===== config.mk =====
export PLATFORM = sky130hd
export DESIGN_NAME = seven_seg_capture_flat
export DESIGN_NICKNAME = d
export VERILOG_FILES = /design/src/rtl/seven_seg_capture_if.sv /design/src/rtl/seven_seg_capture.sv /design/src/flat_wrapper.sv
export SDC_FILE = /design/constraint.sdc
export NUM_CORES = 1
export LEC_CHECK = 0
export CELL_PAD_IN_SITES_DETAIL_PLACEMENT = 0
export CELL_PAD_IN_SITES_GLOBAL_PLACEMENT = 1
export CORE_MARGIN = 4
export CORE_UTILIZATION = 50
export CTS_BUF_LIST = sky130_fd_sc_hd__clkbuf_2
export CTS_CLUSTER_DIAMETER = 60
export CTS_CLUSTER_SIZE = 24
export DETAILED_ROUTE_END_ITERATION = 10
export GPL_TIMING_DRIVEN = 0
export PLACE_DENSITY_LB_ADDON = 0.1
export REMOVE_ABC_BUFFERS = 1
export SLEW_MARGIN = 15
export SYNTH_ARGS = -nofsm -noshare
export SYNTH_HDL_FRONTEND = slang
export SYNTH_SLANG_ARGS = --single-unit

===== constraint.sdc =====
create_clock -name clk -period 4.25 [get_ports clk]
set_input_delay 0.6375 -clock clk [delete_from_list [all_inputs] [get_ports clk]]
set_output_delay 0.6375 -clock clk [all_outputs]
set_load 0.005 [all_outputs]

===== src/rtl/seven_seg_capture_if.sv =====
// Multiplexed seven-segment display bus: active-low segment and anode lines.
interface seven_seg_capture_if;
    logic [7:0] seg;
    logic [3:0] an;

    modport master (output seg, output an);
    modport slave  (input seg, input an);
endinterface


===== src/rtl/seven_seg_capture.sv =====
// Watches a scanned seven-segment bus, samples each settled slot once,
// decodes it back to a digit and publishes complete four-digit frames.
module seven_seg_capture #(
    parameter int unsigned SETTLE_CYCLES  = 16,
    parameter int unsigned TIMEOUT_CYCLES = 1048576
) (
    input  logic                clk,
    input  logic                rst,
    seven_seg_capture_if.slave  bus,
    output logic [3:0]          digit_1,
    output logic [3:0]          digit_2,
    output logic [3:0]          digit_3,
    output logic [3:0]          digit_4,
    output logic [3:0]          blank,
    output logic                frame_valid,
    output logic                decode_err,
    output logic                timeout
);

    localparam int unsigned TW          = $clog2(TIMEOUT_CYCLES + 1);
    localparam logic [15:0] SETTLE_LAST = 16'(SETTLE_CYCLES - 1);
    localparam logic [TW-1:0] T_MAX     = TW'(TIMEOUT_CYCLES);
    localparam logic [TW-1:0] T_REACH   = TW'(TIMEOUT_CYCLES - 1);

    typedef enum logic {
        WAIT,
        HELD
    } state_t;

    state_t        state;
    logic [11:0]   sync1, sync2, prev;
    logic [15:0]   settle;
    logic [TW-1:0] tcnt;
    logic [3:0]    mask;
    logic [3:0]    mask_next;
    logic [3:0]    shadow [4];
    logic [3:0]    shadow_blank;

    logic          same;
    logic          eval_now;
    logic          one_hot;
    logic [1:0]    pos;
    logic [3:0]    code;
    logic          is_blank;
    logic          legal;
    logic          sample_ok;
    logic          frame_ready;

    // Two-stage input register plus one delayed copy for change detection.
    always_ff @(posedge clk) begin
        if (rst) begin
            sync1 <= '1;
            sync2 <= '1;
            prev  <= '1;
        end else begin
            sync1 <= {bus.an, bus.seg};
            sync2 <= sync1;
            prev  <= sync2;
        end
    end

    // Slot decode: anode position, segment pattern and sample qualification.
    always_comb begin
        code     = 4'hF;
        is_blank = 1'b0;
        legal    = 1'b1;
        unique case (sync2[6:0])
            7'h40:   code = 4'd0;
            7'h79:   code = 4'd1;
            7'h24:   code = 4'd2;
            7'h30:   code = 4'd3;
            7'h19:   code = 4'd4;
            7'h12:   code = 4'd5;
            7'h02:   code = 4'd6;
            7'h78:   code = 4'd7;
            7'h00:   code = 4'd8;
            7'h10:   code = 4'd9;
            7'h7F:   is_blank = 1'b1;
            default: legal = 1'b0;
        endcase

        one_hot = 1'b1;
        pos     = 2'd0;
        unique case (sync2[11:8])
            4'b0111: pos = 2'd3;
            4'b1011: pos = 2'd2;
            4'b1101: pos = 2'd1;
            4'b1110: pos = 2'd0;
            default: one_hot = 1'b0;
        endcase

        same        = (sync2 == prev);
        eval_now    = (state == WAIT) && same && (settle == SETTLE_LAST);
        sample_ok   = eval_now && one_hot && legal;
        frame_ready = (mask == 4'hF);
        // A sample landing on the frame-copy cycle starts the next frame.
        mask_next   = (frame_ready ? 4'h0 : mask) |
                      (sample_ok ? (4'b0001 << pos) : 4'h0);
    end

    // Settle FSM, shadow capture, frame publication and timeout tracking.
    always_ff @(posedge clk) begin
        if (rst) begin
            state        <= WAIT;
            settle       <= '0;
            tcnt         <= '0;
            timeout      <= 1'b0;
            mask         <= '0;
            shadow_blank <= '1;
            for (int unsigned i = 0; i < 4; i++) begin
                shadow[i] <= 4'hF;
            end
            digit_1      <= 4'hF;
            digit_2      <= 4'hF;
            digit_3      <= 4'hF;
            digit_4      <= 4'hF;
            blank        <= '1;
            frame_valid  <= 1'b0;
            decode_err   <= 1'b0;
        end else begin
            frame_valid <= 1'b0;
            decode_err  <= eval_now && one_hot && !legal;

            unique case (state)
                WAIT: begin
                    if (!same) begin
                        settle <= '0;
                    end else if (settle == SETTLE_LAST) begin
                        state <= HELD;
                    end else begin
                        settle <= settle + 16'd1;
                    end
                end
                HELD: begin
                    if (!same) begin
                        settle <= '0;
                        state  <= WAIT;
                    end
                end
                default: state <= WAIT;
            endcase

            if (sample_ok) begin
                shadow[pos]       <= code;
                shadow_blank[pos] <= is_blank;
            end

            if (frame_ready) begin
                digit_1     <= shadow[3];
                digit_2     <= shadow[2];
                digit_3     <= shadow[1];
                digit_4     <= shadow[0];
                blank       <= shadow_blank;
                frame_valid <= 1'b1;
            end

            mask <= mask_next;

            if (sample_ok) begin
                tcnt    <= '0;
                timeout <= 1'b0;
            end else if (tcnt != T_MAX) begin
                tcnt <= tcnt + 1'b1;
                if (tcnt == T_REACH) begin
                    timeout <= 1'b1;
                    mask    <= '0;
                end
            end
        end
    end

endmodule


===== src/flat_wrapper.sv =====
// flat-port wrapper written by rule: the top's interface ports become plain ports
module seven_seg_capture_flat 
#(
    parameter int unsigned SETTLE_CYCLES  = 16,
    parameter int unsigned TIMEOUT_CYCLES = 1048576
)
  (clk, rst, digit_1, digit_2, digit_3, digit_4, blank, frame_valid, decode_err, timeout, bus_seg, bus_an);
  seven_seg_capture_if bus_i ();
  input  logic clk;
  input  logic rst;
  output logic [3:0] digit_1;
  output logic [3:0] digit_2;
  output logic [3:0] digit_3;
  output logic [3:0] digit_4;
  output logic [3:0] blank;
  output logic frame_valid;
  output logic decode_err;
  output logic timeout;
  input wire logic [$bits(bus_i.seg)-1:0] bus_seg;
  input wire logic [$bits(bus_i.an)-1:0] bus_an;
  assign bus_i.seg = bus_seg;
  assign bus_i.an = bus_an;
  seven_seg_capture #(.SETTLE_CYCLES(SETTLE_CYCLES), .TIMEOUT_CYCLES(TIMEOUT_CYCLES)) u_core (.clk(clk), .rst(rst), .bus(bus_i), .digit_1(digit_1), .digit_2(digit_2), .digit_3(digit_3), .digit_4(digit_4), .blank(blank), .frame_valid(frame_valid), .decode_err(decode_err), .timeout(timeout));
endmodule

; Yosys cells after proc, flatten, opt, wreduce, memory -nomap -nowiden
; Memory sizes are Yosys's and may differ from the RTL's. A register that Yosys moved wholly into a read port is not among the register bits.
; Index checks and enable logic that the tools add are counted.
[word_totals]
mem_count = 1
rom_bits = 0
output_inout_bits = 23
regBits = 89
ramBits = 16
wordCells = 85
in_bits = 14
latchBits = 0
[classes]
mul = 0
reduce_logical = 14
bitwise_logic = 2
shift = 1
n_addsub = 2
mux = 30
div = 0
n_lt_le_gt_ge = 2
eq_ne = 21
[mem_list]
columns = name, depth, word_bits, read_ports, rd_clocked_by_memory_dff, wr, line_no
row1 = u_core.shadow, 4, 4, 4, 4, 4, seven_seg_capture.sv:36  ; logic [3:0] shadow [4];
[ops]
columns = op, n
row1 = $mux 16, 3
row2 = $pmux 4 s10, 1
row3 = $pmux 16 s2, 1
row4 = $eq 7x7->1 const B, 4
row5 = $mux 4, 6
row6 = $add 21x1->21 const B, 1
row7 = $eq 21x20->1 const B, 1
row8 = $eq 7x5->1 const B, 3
row9 = $ne 21x21->1 const B, 1
row10 = $add 16x1->16 const B, 1
row11 = $eq 16x4->1 const B, 1
row12 = $eq 4x4->1 const B, 4
row13 = $eq 7x6->1 const B, 2
row14 = $mux 1, 14
row15 = $eq 12x12->1, 1
row16 = $reduce_or 11->1, 1
row17 = $reduce_or 4->1, 2
row18 = $eq 7x2->1 const B, 1
row19 = $logic_not 7->1, 1
row20 = $logic_and 1x1->1, 6
row21 = $pmux 2 s3, 1
row22 = $bwmux 4, 1
row23 = $eq 4x3->1 const B, 1
row24 = $or 4x4->4, 1
row25 = other kinds (12), 13

; Longest topological paths before layout
; Gate-level depths: netlist (run 1).
[logic_depth]
word_depth = 10
mapped_depth = 9
depth_no_buf = 7

; Least setup slack after synthesis (run 1)
; Ideal clock, no wire load.
[synth_path]
path_kind = register to register
from = register u_core.sync2[3]
to = memory u_core.shadow[1][0], enable pin
path_stages_with_launch = 8
required_ps = 3889
setup_ps = 361
n_path_buf = 2
synth_period_minus_slack_ps = 2304
t_arrival_ps = 1942
path_slack_ps = 1946
cell_sequence = dfxtp_1 > buf_6 > or3b_1 > a2111o_1 > nand4_2 > o211ai_2 > buf_6 > o21ai_0
[synth_lines]
columns = element, line_no
row1 = "start, declared", seven_seg_capture.sv:31  ; logic [11:0] sync1, sync2, prev;
row2 = "start signal, assigned", seven_seg_capture.sv:57  ; sync2 <= sync1;
row3 = "end, declared", seven_seg_capture.sv:36

==> flow_summary.html, run 1 <==
<table>
<tr><th>Metric</th><th>Value</th></tr>
<tr><th colspan="2">Worst setup path</th></tr>
<tr><td>Crit path buffers/inverters</td><td>0</td></tr>
<tr><td>Cell with the largest stage delay on the worst path</td><td>sky130_fd_sc_hd__or4_1</td></tr>
<tr><td>Crit path max-delay family</td><td>simple AND/OR/NAND/NOR gates</td></tr>
<tr><td>Req. time, crit path</td><td>4600 ps</td></tr>
<tr><td>Max FO, Critical Path</td><td>18</td></tr>
<tr><td>Critical Path, Cell by Cell</td><td>xnor2_1, nand4_1, or4_1, nor2b_4, a21boi_0, nand2_1</td></tr>
<tr><td>Critical Path Start Type</td><td>flop</td></tr>
<tr><td>Delay of the slowest cell on the worst path</td><td>860 ps</td></tr>
<tr><td>Worst EP arrival</td><td>between 3000 and 4000 ps</td></tr>
<tr><td>Setup CP Type</td><td>reg -&gt; reg</td></tr>
<tr><td>Category of the worst setup path capture point</td><td>flop</td></tr>
<tr><th colspan="2">Placement</th></tr>
<tr><td>Buffers added on ports</td><td>36</td></tr>
<tr><td>GPL Wtd Cong</td><td>just over 0.8</td></tr>
<tr><td>Detailed placement HPWL</td><td>5900 um</td></tr>
<tr><th colspan="2">Clock network</th></tr>
<tr><td>Count of clock tree sinks</td><td>~120</td></tr>
<tr><td># Post-CTS Setup Buffers</td><td>0</td></tr>
<tr><td>Total clock buffers created by CTS</td><td>17</td></tr>
<tr><td>Clk Latency, worst-skew pair</td><td>620 ps</td></tr>
<tr><td>Clock Root Buffer</td><td>sky130_fd_sc_hd__clkbuf_2</td></tr>
<tr><td>Post_cts resized</td><td>0</td></tr>
<tr><td>Deepest level of the CTS H-tree</td><td>4</td></tr>
<tr><td>Reg clk slew, reported paths</td><td>160 ps</td></tr>
<tr><td>Count of hold-fix buffers inserted at cts</td><td>0</td></tr>
<tr><td>Maximum clock path buffer count</td><td>2</td></tr>
<tr><td>CTS tree</td><td>done</td></tr>
<tr><th colspan="2">Die</th></tr>
<tr><td>Vertical extent of the die</td><td>106 um</td></tr>
<tr><td>Core Footprint</td><td>9330 um2</td></tr>
<tr><td>Overall die area</td><td>11,300 um2</td></tr>
<tr><td>Count of standard-cell rows</td><td>35</td></tr>
<tr><td>IO Pins</td><td>37</td></tr>
<tr><td>Effective utilization at floorplan</td><td>51.8%</td></tr>
<tr><td>Die Wd</td><td>106 um</td></tr>
<tr><th colspan="2">Yosys</th></tr>
<tr><td>Leading cell types by count after synthesis</td><td>sky130_fd_sc_hd__dfxtp_1 (105), sky130_fd_sc_hd__nand2_1 (72), sky130_fd_sc_hd__nor2_1 (49), sky130_fd_sc_hd__or2_2 (36), sky130_fd_sc_hd__nand3_1 (35)</td></tr>
<tr><td>Post-synthesis async set-or-reset flop share</td><td>0%</td></tr>
<tr><td>Post-synth design cell area</td><td>slightly below 5000 um2</td></tr>
<tr><td>Count leader, synth</td><td>sky130_fd_sc_hd__dfxtp_1</td></tr>
<tr><td>Synth Flop Type</td><td>sky130_fd_sc_hd__dfxtp_1</td></tr>
<tr><td>Flop and latch count out of synthesis</td><td>121</td></tr>
<tr><td>Library cells used by synthesis</td><td>between 50 and 60</td></tr>
<tr><td>Mapped Cells</td><td>between 500 and 600</td></tr>
<tr><td>Top post-synthesis cells by area</td><td>sky130_fd_sc_hd__dfxtp_1 (44%), sky130_fd_sc_hd__edfxtp_1 (9.9%), sky130_fd_sc_hd__nand2_1 (5.6%)</td></tr>
<tr><td>Mean area per synthesized cell</td><td>9.55 um2</td></tr>
<tr><td>Synth top area share</td><td>43.5%</td></tr>
<tr><td>Syn. warnings</td><td>0</td></tr>
<tr><td>Post-synthesis cell type with the largest combined area</td><td>sky130_fd_sc_hd__dfxtp_1</td></tr>
<tr><td>Number of enable-type register cells in the synthesized netlist</td><td>16</td></tr>
<tr><td>Post-synthesis sequential area ratio</td><td>53.5%</td></tr>
<tr><th colspan="2">Timing</th></tr>
<tr><td>Post-route minimum period</td><td>3040 ps</td></tr>
<tr><td>Transition time at the pin with the least slew margin</td><td>1030 ps</td></tr>
<tr><td>Max Slew Vio Count</td><td>0</td></tr>
<tr><td>Worst hold slack after final layout</td><td>418 ps</td></tr>
<tr><td>Setup repair after global routing missed its margin</td><td>no</td></tr>
<tr><td>Crit share post-route</td><td>71.6%</td></tr>
<tr><td>Relative max-transition margin</td><td>30.9%</td></tr>
<tr><td>Highest attainable clock frequency</td><td>about 330 MHz</td></tr>
<tr><td>Post-route clock skew</td><td>about 31 ps</td></tr>
<tr><td>Setup TNS</td><td>0 ps</td></tr>
<tr><td>Final count of hold timing violations</td><td>0</td></tr>
<tr><td>Setup violations, final</td><td>0</td></tr>
<tr><th colspan="2">Routing</th></tr>
<tr><td>Post-route ant nets</td><td>0</td></tr>
<tr><td>Count of vias placed by the detailed router</td><td>3,450</td></tr>
<tr><td>Drt first-iter violations</td><td>100</td></tr>
<tr><td>Final routed wire length divided by cell count</td><td>12.8 um</td></tr>
<tr><td>Via-to-Cell Ratio</td><td>5.10</td></tr>
<tr><td>DRC violations left</td><td>0</td></tr>
<tr><td>DRT Pass-1 Iters</td><td>4</td></tr>
<tr><td>Final wirelength</td><td>8630 um</td></tr>
<tr><th colspan="2">Power</th></tr>
<tr><td>Switching Fraction</td><td>a little under a quarter</td></tr>
<tr><td>Power per unit of standard cell area</td><td>364 nW/um2</td></tr>
<tr><td>Share of total power in the clock network</td><td>35.9%</td></tr>
<tr><td>Total design power</td><td>0.00198 W</td></tr>
<tr><td>Design internal power</td><td>0.00153 W</td></tr>
<tr><td>Peak supply drop</td><td>0.000252 V</td></tr>
<tr><td>Net load switching power</td><td>between 0.0004 and 0.0005 W</td></tr>
<tr><td>Leakage component of the power</td><td>1.98 nW</td></tr>
<tr><td>Sequential fraction of design power</td><td>between 60% and 70%</td></tr>
<tr><td>Part of the total power dissipated in combinational logic</td><td>4.0%</td></tr>
<tr><th colspan="2">Min path</th></tr>
<tr><td>Class of the worst hold path</td><td>reg -&gt; reg</td></tr>
<tr><th colspan="2">Global route</th></tr>
<tr><td>Vias in the first global route</td><td>3,179</td></tr>
<tr><td>Total GRT Usage</td><td>roughly 16%</td></tr>
<tr><td>Antenna violations before repair</td><td>0</td></tr>
<tr><td>Global-route wire length before repair</td><td>14,800 um</td></tr>
<tr><td>Remaining global-route overflow</td><td>0</td></tr>
<tr><td>Largest net degree at the start of global routing</td><td>48</td></tr>
<tr><th colspan="2">Finish</th></tr>
<tr><td>Fraction of layout cells with a size suffix above 1</td><td>13.2%</td></tr>
<tr><td>Antenna Cells</td><td>0</td></tr>
<tr><td>Final-stage net count</td><td>552</td></tr>
<tr><td>Post-layout util</td><td>58.5%</td></tr>
<tr><td>Relative area change from synthesis to final layout</td><td>12.9%</td></tr>
<tr><th colspan="2">Outcome</th></tr>
<tr><td>Result of the run</td><td>finished, final reports clean</td></tr>
<tr><th colspan="2">Run</th></tr>
<tr><td>Max-capacitance violation count</td><td>0</td></tr>
</table>
through the flow:
| step | area, um2 | setup slack [ps] | instances |
|---|---|---|---|
| after CTS | 5460 | 1120 | 676 |
| after detailed placement | 5230 | 1020 | 645 |
| after floorplan | 4710 | 1840 | 480 |
| final | 5460 | 1210 | 676 |
| after global routing | 5460 | 960 | 676 |
| after global placement | 5230 | 66.9 | 645 |
flip-flops by register name (all words and copies together), names as in the netlist:
name                 cells
u_core.prev             12
u_core.digit_1           4
u_core.shadow_blank      4
u_core.blank             4
u_core.timeout           1
u_core.state             1
digit_3                  4
u_core.sync1            12
u_core.decode_err        1
u_core.tcnt             21
u_core.frame_valid       1
u_core.sync2            12
u_core.mask              4
digit_4                  4
digit_2                  4
u_core.settle           16
u_core.shadow           16
per-layer routing:
layer / vias to the layer above / track usage (%) / wire [um]
met4: 0 / 4.72 / 91
met2: 62 / 27.1 / 4150
met3: 7 / 5.53 / 397
li1: 1785 / - / -
met5: - / 0 / 0
met1: 1596 / 20.5 / 3990
cells in the final DEF (no fill, tap or decap), drive strengths merged, types with 8 or more instances in the layout:
| master | synthesis | layout |
|---|---|---|
| and4 | 8 | 8 |
| clkbuf | 19 | 19 |
| clkdlybuf4s50 | 0 | 35 |
| clkinv | 0 | 8 |
| dfxtp | 105 | 105 |
| edfxtp | 16 | 16 |
| inv | 9 | 10 |
| nand2 | 72 | 72 |
| nand3 | 35 | 35 |
| nand4 | 16 | 16 |
| nor2 | 49 | 49 |
| nor3 | 8 | 8 |
| or2 | 37 | 37 |
| xnor2 | 23 | 23 |
| xor2 | 22 | 22 |
worst reg2reg max path, cell delays in order (launching register included):
cell	delay [ps]
sky130_fd_sc_hd__dfxtp_1	580
sky130_fd_sc_hd__xnor2_1	170
sky130_fd_sc_hd__nand4_1	190
sky130_fd_sc_hd__or4_1	860
sky130_fd_sc_hd__nor2b_4	300
sky130_fd_sc_hd__a21boi_0	560
sky130_fd_sc_hd__nand2_1	120
worst paths after layout:
path | from | end | slack (ps) | cells after the start
worst max-delay path | u_core.sync2[0] | u_core.shadow[0][1] | 1210 | 6
worst min-delay path | u_core.sync1[3] | u_core.sync2[3] | 420 | 1
worst max register to register | u_core.sync2[0] | u_core.shadow[0][1] | 1210 | 6
worst min register to register | u_core.sync1[3] | u_core.sync2[3] | 420 | 1
cell type report:
type,instances,area [um2]
Clock buffer,19,95.1
Clock inverter,12,131
Fill cell,872,3870
Inverter,9,33.8
Multi-Input combinational cell,350,2100
Sequential cell,121,2580
Tap cell,129,161
Timing Repair Buffer,36,355
power by group through the flow:
stage	clock network, W	logic [W]	registers (W)
finish	0.000713	0.0000800	0.00119
global route	0.000796	0.0000894	0.00119
CTS	0.000742	0.0000815	0.00119
detailed placement	0	0.0000813	0.00122
global placement	0	0.0000794	0.00121
floorplan	0	0.0000512	0.00121
cells by family after synthesis:
group | Yosys count | synth area share (%)
AOI/OAI and AO/OA | 30 | 4.40
xor gates and xnor gates | 45 | 8.16
and+or+nand+nor | 266 | 28.8
DFF | 121 | 53.5
buffers and inverters | 35 | 3.16
muxes | 6 | 1.27
adders and majority gates | 3 | 0.777
(Power assumes the default switching activity.)
==> inputs of run 2 (changes only) <==
--- a/config.mk
+++ b/config.mk
@@ -8,7 +8,7 @@
 export CELL_PAD_IN_SITES_DETAIL_PLACEMENT = 0
 export CELL_PAD_IN_SITES_GLOBAL_PLACEMENT = 1
 export CORE_MARGIN = 4
-export CORE_UTILIZATION = 50
+export CORE_UTILIZATION = 47
 export CTS_BUF_LIST = sky130_fd_sc_hd__clkbuf_2
 export CTS_CLUSTER_DIAMETER = 60
 export CTS_CLUSTER_SIZE = 24
==> constraint.sdc (replaced) <==
create_clock -name clk -period 2.9 [get_ports clk]
set_input_delay 0.435 -clock clk [delete_from_list [all_inputs] [get_ports clk]]
set_output_delay 0.435 -clock clk [all_outputs]
set_load 0.005 [all_outputs]
==> run 2 against run 1 <==
Net effect:
- cell area increased by 0.73%
- utilization fell by 3.0 points
- critical path depth did not move
- cell count is 0.74% higher
- via count increased by 0.23%
- flip-flop and latch count unchanged
- critical endpoint is now u_core.shadow[3][0]
- register-to-register slack worse by 1000 ps
==> flow_summary.html, run 2 (same netlist as run 1, synthesis figures left out) <==
<table>
<tr><th>Metric</th><th>Value</th></tr>
<tr><th colspan="2">Timing</th></tr>
<tr><td>Final count of hold timing violations</td><td>0 (unchanged)</td></tr>
<tr><td>Setup repair after global routing missed its margin</td><td>no (unchanged)</td></tr>
<tr><td>Transition time at the pin with the least slew margin</td><td>1020 ps (was 1030 ps)</td></tr>
<tr><td>Highest attainable clock frequency</td><td>369 MHz (was 329 MHz)</td></tr>
<tr><td>Setup violations, final</td><td>0 (unchanged)</td></tr>
<tr><td>Post-route minimum period</td><td>2710 ps (was 3040 ps)</td></tr>
<tr><td>Crit share post-route</td><td>93.5% (was 71.6%)</td></tr>
<tr><td>Max Slew Vio Count</td><td>0 (unchanged)</td></tr>
<tr><td>Relative max-transition margin</td><td>31.9% (was 30.9%)</td></tr>
<tr><td>Final critical-path setup slack</td><td>189 ps (was 1210 ps)</td></tr>
<tr><td>Post-route clock skew</td><td>25.8 ps (was 30.6 ps)</td></tr>
<tr><td>Setup TNS</td><td>0 ps (unchanged)</td></tr>
<tr><td>Worst hold slack after final layout</td><td>364 ps (was 418 ps)</td></tr>
<tr><th colspan="2">Routing</th></tr>
<tr><td>Post-route ant nets</td><td>0 (unchanged)</td></tr>
<tr><td>Final wirelength</td><td>8720 um (was 8630 um)</td></tr>
<tr><td>DRC violations left</td><td>0 (unchanged)</td></tr>
<tr><td>Count of vias placed by the detailed router</td><td>3,458 (was 3,450)</td></tr>
<tr><td>DRT Pass-1 Iters</td><td>4 (unchanged)</td></tr>
<tr><td>Final routed wire length divided by cell count</td><td>12.8 um (about the same)</td></tr>
<tr><td>Via-to-Cell Ratio</td><td>5.08 (was 5.10)</td></tr>
<tr><td>Drt first-iter violations</td><td>167 (was 100)</td></tr>
<tr><th colspan="2">Power</th></tr>
<tr><td>Power per unit of standard cell area</td><td>541 nW/um2 (was 364 nW/um2)</td></tr>
<tr><td>Net load switching power</td><td>0.000714 W (was 0.000453 W)</td></tr>
<tr><td>Share of total power in the clock network</td><td>37.2% (was 35.9%)</td></tr>
<tr><td>Part of the total power dissipated in combinational logic</td><td>4.0% (about the same)</td></tr>
<tr><td>Sequential fraction of design power</td><td>58.8% (was 60.0%)</td></tr>
<tr><td>Switching Fraction</td><td>24.0% (was 22.9%)</td></tr>
<tr><td>Leakage component of the power</td><td>1.98 nW (about the same)</td></tr>
<tr><td>Design internal power</td><td>0.00226 W (was 0.00153 W)</td></tr>
<tr><td>Peak supply drop</td><td>0.000378 V (was 0.000252 V)</td></tr>
<tr><th colspan="2">Min path</th></tr>
<tr><td>Class of the worst hold path</td><td>in -&gt; reg (was reg -&gt; reg)</td></tr>
<tr><th colspan="2">Worst setup path</th></tr>
<tr><td>Max FO, Critical Path</td><td>13 (was 18)</td></tr>
<tr><td>Worst EP arrival</td><td>3030 ps (was 3390 ps)</td></tr>
<tr><td>Worst R2R Setup Slack</td><td>190 ps (was 1210 ps)</td></tr>
<tr><td>Setup CP Type</td><td>reg -&gt; reg (unchanged)</td></tr>
<tr><td>Critical Path, Cell by Cell</td><td>or3b_1, a2111o_1, nand4_2, o211ai_2, or2_4, nand2_1 (was xnor2_1, nand4_1, or4_1, nor2b_4, a21boi_0, nand2_1)</td></tr>
<tr><td>Delay of the slowest cell on the worst path</td><td>600 ps (was 860 ps)</td></tr>
<tr><td>Cell with the largest stage delay on the worst path</td><td>sky130_fd_sc_hd__dfxtp_1 (was sky130_fd_sc_hd__or4_1)</td></tr>
<tr><td>Category of the worst setup path capture point</td><td>flop (unchanged)</td></tr>
<tr><td>Crit path max-delay family</td><td>simple AND/OR/NAND/NOR gates (unchanged)</td></tr>
<tr><td>Req. time, crit path</td><td>3220 ps (was 4600 ps)</td></tr>
<tr><td>Critical Path Start Type</td><td>flop (unchanged)</td></tr>
<tr><td>Crit path buffers/inverters</td><td>0 (unchanged)</td></tr>
<tr><th colspan="2">Placement</th></tr>
<tr><td>Placed cell count</td><td>649 (was 645)</td></tr>
<tr><td>Buffers added on ports</td><td>36 (unchanged)</td></tr>
<tr><td>Pre-CTS WS</td><td>-157 ps (was 1020 ps)</td></tr>
<tr><td>GPL Wtd Cong</td><td>0.785 (was 0.823)</td></tr>
<tr><td>Detailed placement HPWL</td><td>5960 um (was 5900 um)</td></tr>
<tr><th colspan="2">Finish</th></tr>
<tr><td>Fraction of layout cells with a size suffix above 1</td><td>14.4% (was 13.2%)</td></tr>
<tr><td>Finished Layout Cells</td><td>681 (was 676)</td></tr>
<tr><td>Largest register FFs</td><td>21 (unchanged)</td></tr>
<tr><td>Final-stage net count</td><td>552 (unchanged)</td></tr>
<tr><td>Most common library cell in the layout ignoring fill and taps</td><td>sky130_fd_sc_hd__dfxtp_1 (unchanged)</td></tr>
<tr><td>Largest register by flop count</td><td>u_core.tcnt (unchanged)</td></tr>
<tr><td>Post-layout util</td><td>55.5% (was 58.5%)</td></tr>
<tr><td>Antenna Cells</td><td>0 (unchanged)</td></tr>
<tr><td>Commonest cells after routing, fill and taps aside</td><td>sky130_fd_sc_hd__dfxtp_1 (105), sky130_fd_sc_hd__nand2_1 (71), sky130_fd_sc_hd__nor2_1 (49), sky130_fd_sc_hd__or2_2 (36) (was sky130_fd_sc_hd__dfxtp_1 (105), sky130_fd_sc_hd__nand2_1 (72), sky130_fd_sc_hd__nor2_1 (49), sky130_fd_sc_hd__or2_2 (36))</td></tr>
<tr><td>Top flop regs</td><td>u_core.tcnt: 21 flops, u_core.settle: 16 flops, u_core.shadow: 16 flops (unchanged)</td></tr>
<tr><td>Relative area change from synthesis to final layout</td><td>13.8% (was 12.9%)</td></tr>
<tr><th colspan="2">Global route</th></tr>
<tr><td>Largest net degree at the start of global routing</td><td>48 (unchanged)</td></tr>
<tr><td>Remaining global-route overflow</td><td>0 (unchanged)</td></tr>
<tr><td>Vias in the first global route</td><td>3,405 (was 3,179)</td></tr>
<tr><td>Global-route wire length before repair</td><td>15,300 um (was 14,800 um)</td></tr>
<tr><td>Antenna violations before repair</td><td>0 (unchanged)</td></tr>
<tr><td>Total GRT Usage</td><td>16.4% (about the same)</td></tr>
<tr><th colspan="2">Die</th></tr>
<tr><td>Vertical extent of the die</td><td>109 um (was 106 um)</td></tr>
<tr><td>Effective utilization at floorplan</td><td>48.7% (was 51.8%)</td></tr>
<tr><td>Core Footprint</td><td>9910 um2 (was 9330 um2)</td></tr>
<tr><td>Die Wd</td><td>109 um (was 106 um)</td></tr>
<tr><td>IO Pins</td><td>37 (unchanged)</td></tr>
<tr><td>Count of standard-cell rows</td><td>36 (was 35)</td></tr>
<tr><td>Overall die area</td><td>12,000 um2 (was 11,300 um2)</td></tr>
<tr><th colspan="2">Clock network</th></tr>
<tr><td>Total clock buffers created by CTS</td><td>17 (unchanged)</td></tr>
<tr><td>Maximum clock path buffer count</td><td>2 (unchanged)</td></tr>
<tr><td>CTS tree</td><td>done (unchanged)</td></tr>
<tr><td>Count of clock tree sinks</td><td>121 (unchanged)</td></tr>
<tr><td>Clock Root Buffer</td><td>sky130_fd_sc_hd__clkbuf_2 (unchanged)</td></tr>
<tr><td>Deepest level of the CTS H-tree</td><td>4 (unchanged)</td></tr>
<tr><td># Post-CTS Setup Buffers</td><td>0 (unchanged)</td></tr>
<tr><td>Count of hold-fix buffers inserted at cts</td><td>0 (unchanged)</td></tr>
<tr><td>Reg clk slew, reported paths</td><td>170 ps (was 160 ps)</td></tr>
<tr><td>Clk Latency, worst-skew pair</td><td>620 ps (about the same)</td></tr>
<tr><th colspan="2">Outcome</th></tr>
<tr><td>Result of the run</td><td>finished, final reports clean (unchanged)</td></tr>
<tr><th colspan="2">Run</th></tr>
<tr><td>Max-capacitance violation count</td><td>0 (unchanged)</td></tr>
</table>
[run 2: cell types whose count changed in the layout (fill, tap and decap cells not counted), sizes merged]
cell / before / now
clkinvlp: 0 / 4
clkinv: 8 / 5
[run 2: metal layers]
layer  GRT usage, %  routed length, um
met1           20.0               4030
met2           27.6               4220
met3           4.76                370
met4           5.52                 94
met5              0                  0
[run 2: stage by stage]
| step | cell area (um2) | total power, W |
|---|---|---|
| 4_1_cts | 5490 | 0.00301 |
| 3_5_place_dp | 5230 | 0.00190 |
| 5_1_grt | 5500 | 0.00312 |
| 6_report | 5500 | 0.00297 |
| 2_1_floorplan | 4710 | 0.00185 |
| 3_3_place_gp | 5240 | 0.00190 |
[run 2: layout make-up]
type                       count  area, um2
fill                         937       4410
sequential                   121       2580
multi-input combinational    350       2110
timing repair buffer          36        355
tap                          133        166
clock inverter                13        153
clock buffer                  19       95.1
inverter                       9       33.8
[run 2: path summary, 6_finish.rpt]
check | end | depth (start not counted) | startpoint
worst min register to register | u_core.sync2[5] | 1 | u_core.sync1[5]
worst max-delay path | u_core.shadow[3][0] | 6 | u_core.sync2[1]
worst max register to register | u_core.shadow[3][0] | 6 | u_core.sync2[1]
worst min-delay path | u_core.sync1[1] | 2 | bus_seg[1]
[run 2: power groups by stage]
| stage | clock (W) | combinational, W | sequential, W |
|---|---|---|---|
| 2_1_floorplan | 0 | 0.0000750 | 0.00177 |
| 3_3_place_gp | 0 | 0.000117 | 0.00178 |
| 3_5_place_dp | 0 | 0.000119 | 0.00178 |
| 4_1_cts | 0.00115 | 0.000121 | 0.00175 |
| 5_1_grt | 0.00123 | 0.000136 | 0.00175 |
| 6_report | 0.00111 | 0.000120 | 0.00175 |
[run 2: worst reg2reg max path: stages (launching register included)]
cell and delay, ps:
sky130_fd_sc_hd__dfxtp_1 600, sky130_fd_sc_hd__or3b_1 400, sky130_fd_sc_hd__a2111o_1 490, sky130_fd_sc_hd__nand4_2 170, sky130_fd_sc_hd__o211ai_2 260, sky130_fd_sc_hd__or2_4 350
sky130_fd_sc_hd__nand2_1 160
[run 2: repair_timing]
action	in CTS	in global routing
resized for setup	2	3
endpoints found under the setup margin	4	23
endpoints found under the hold margin	0	0
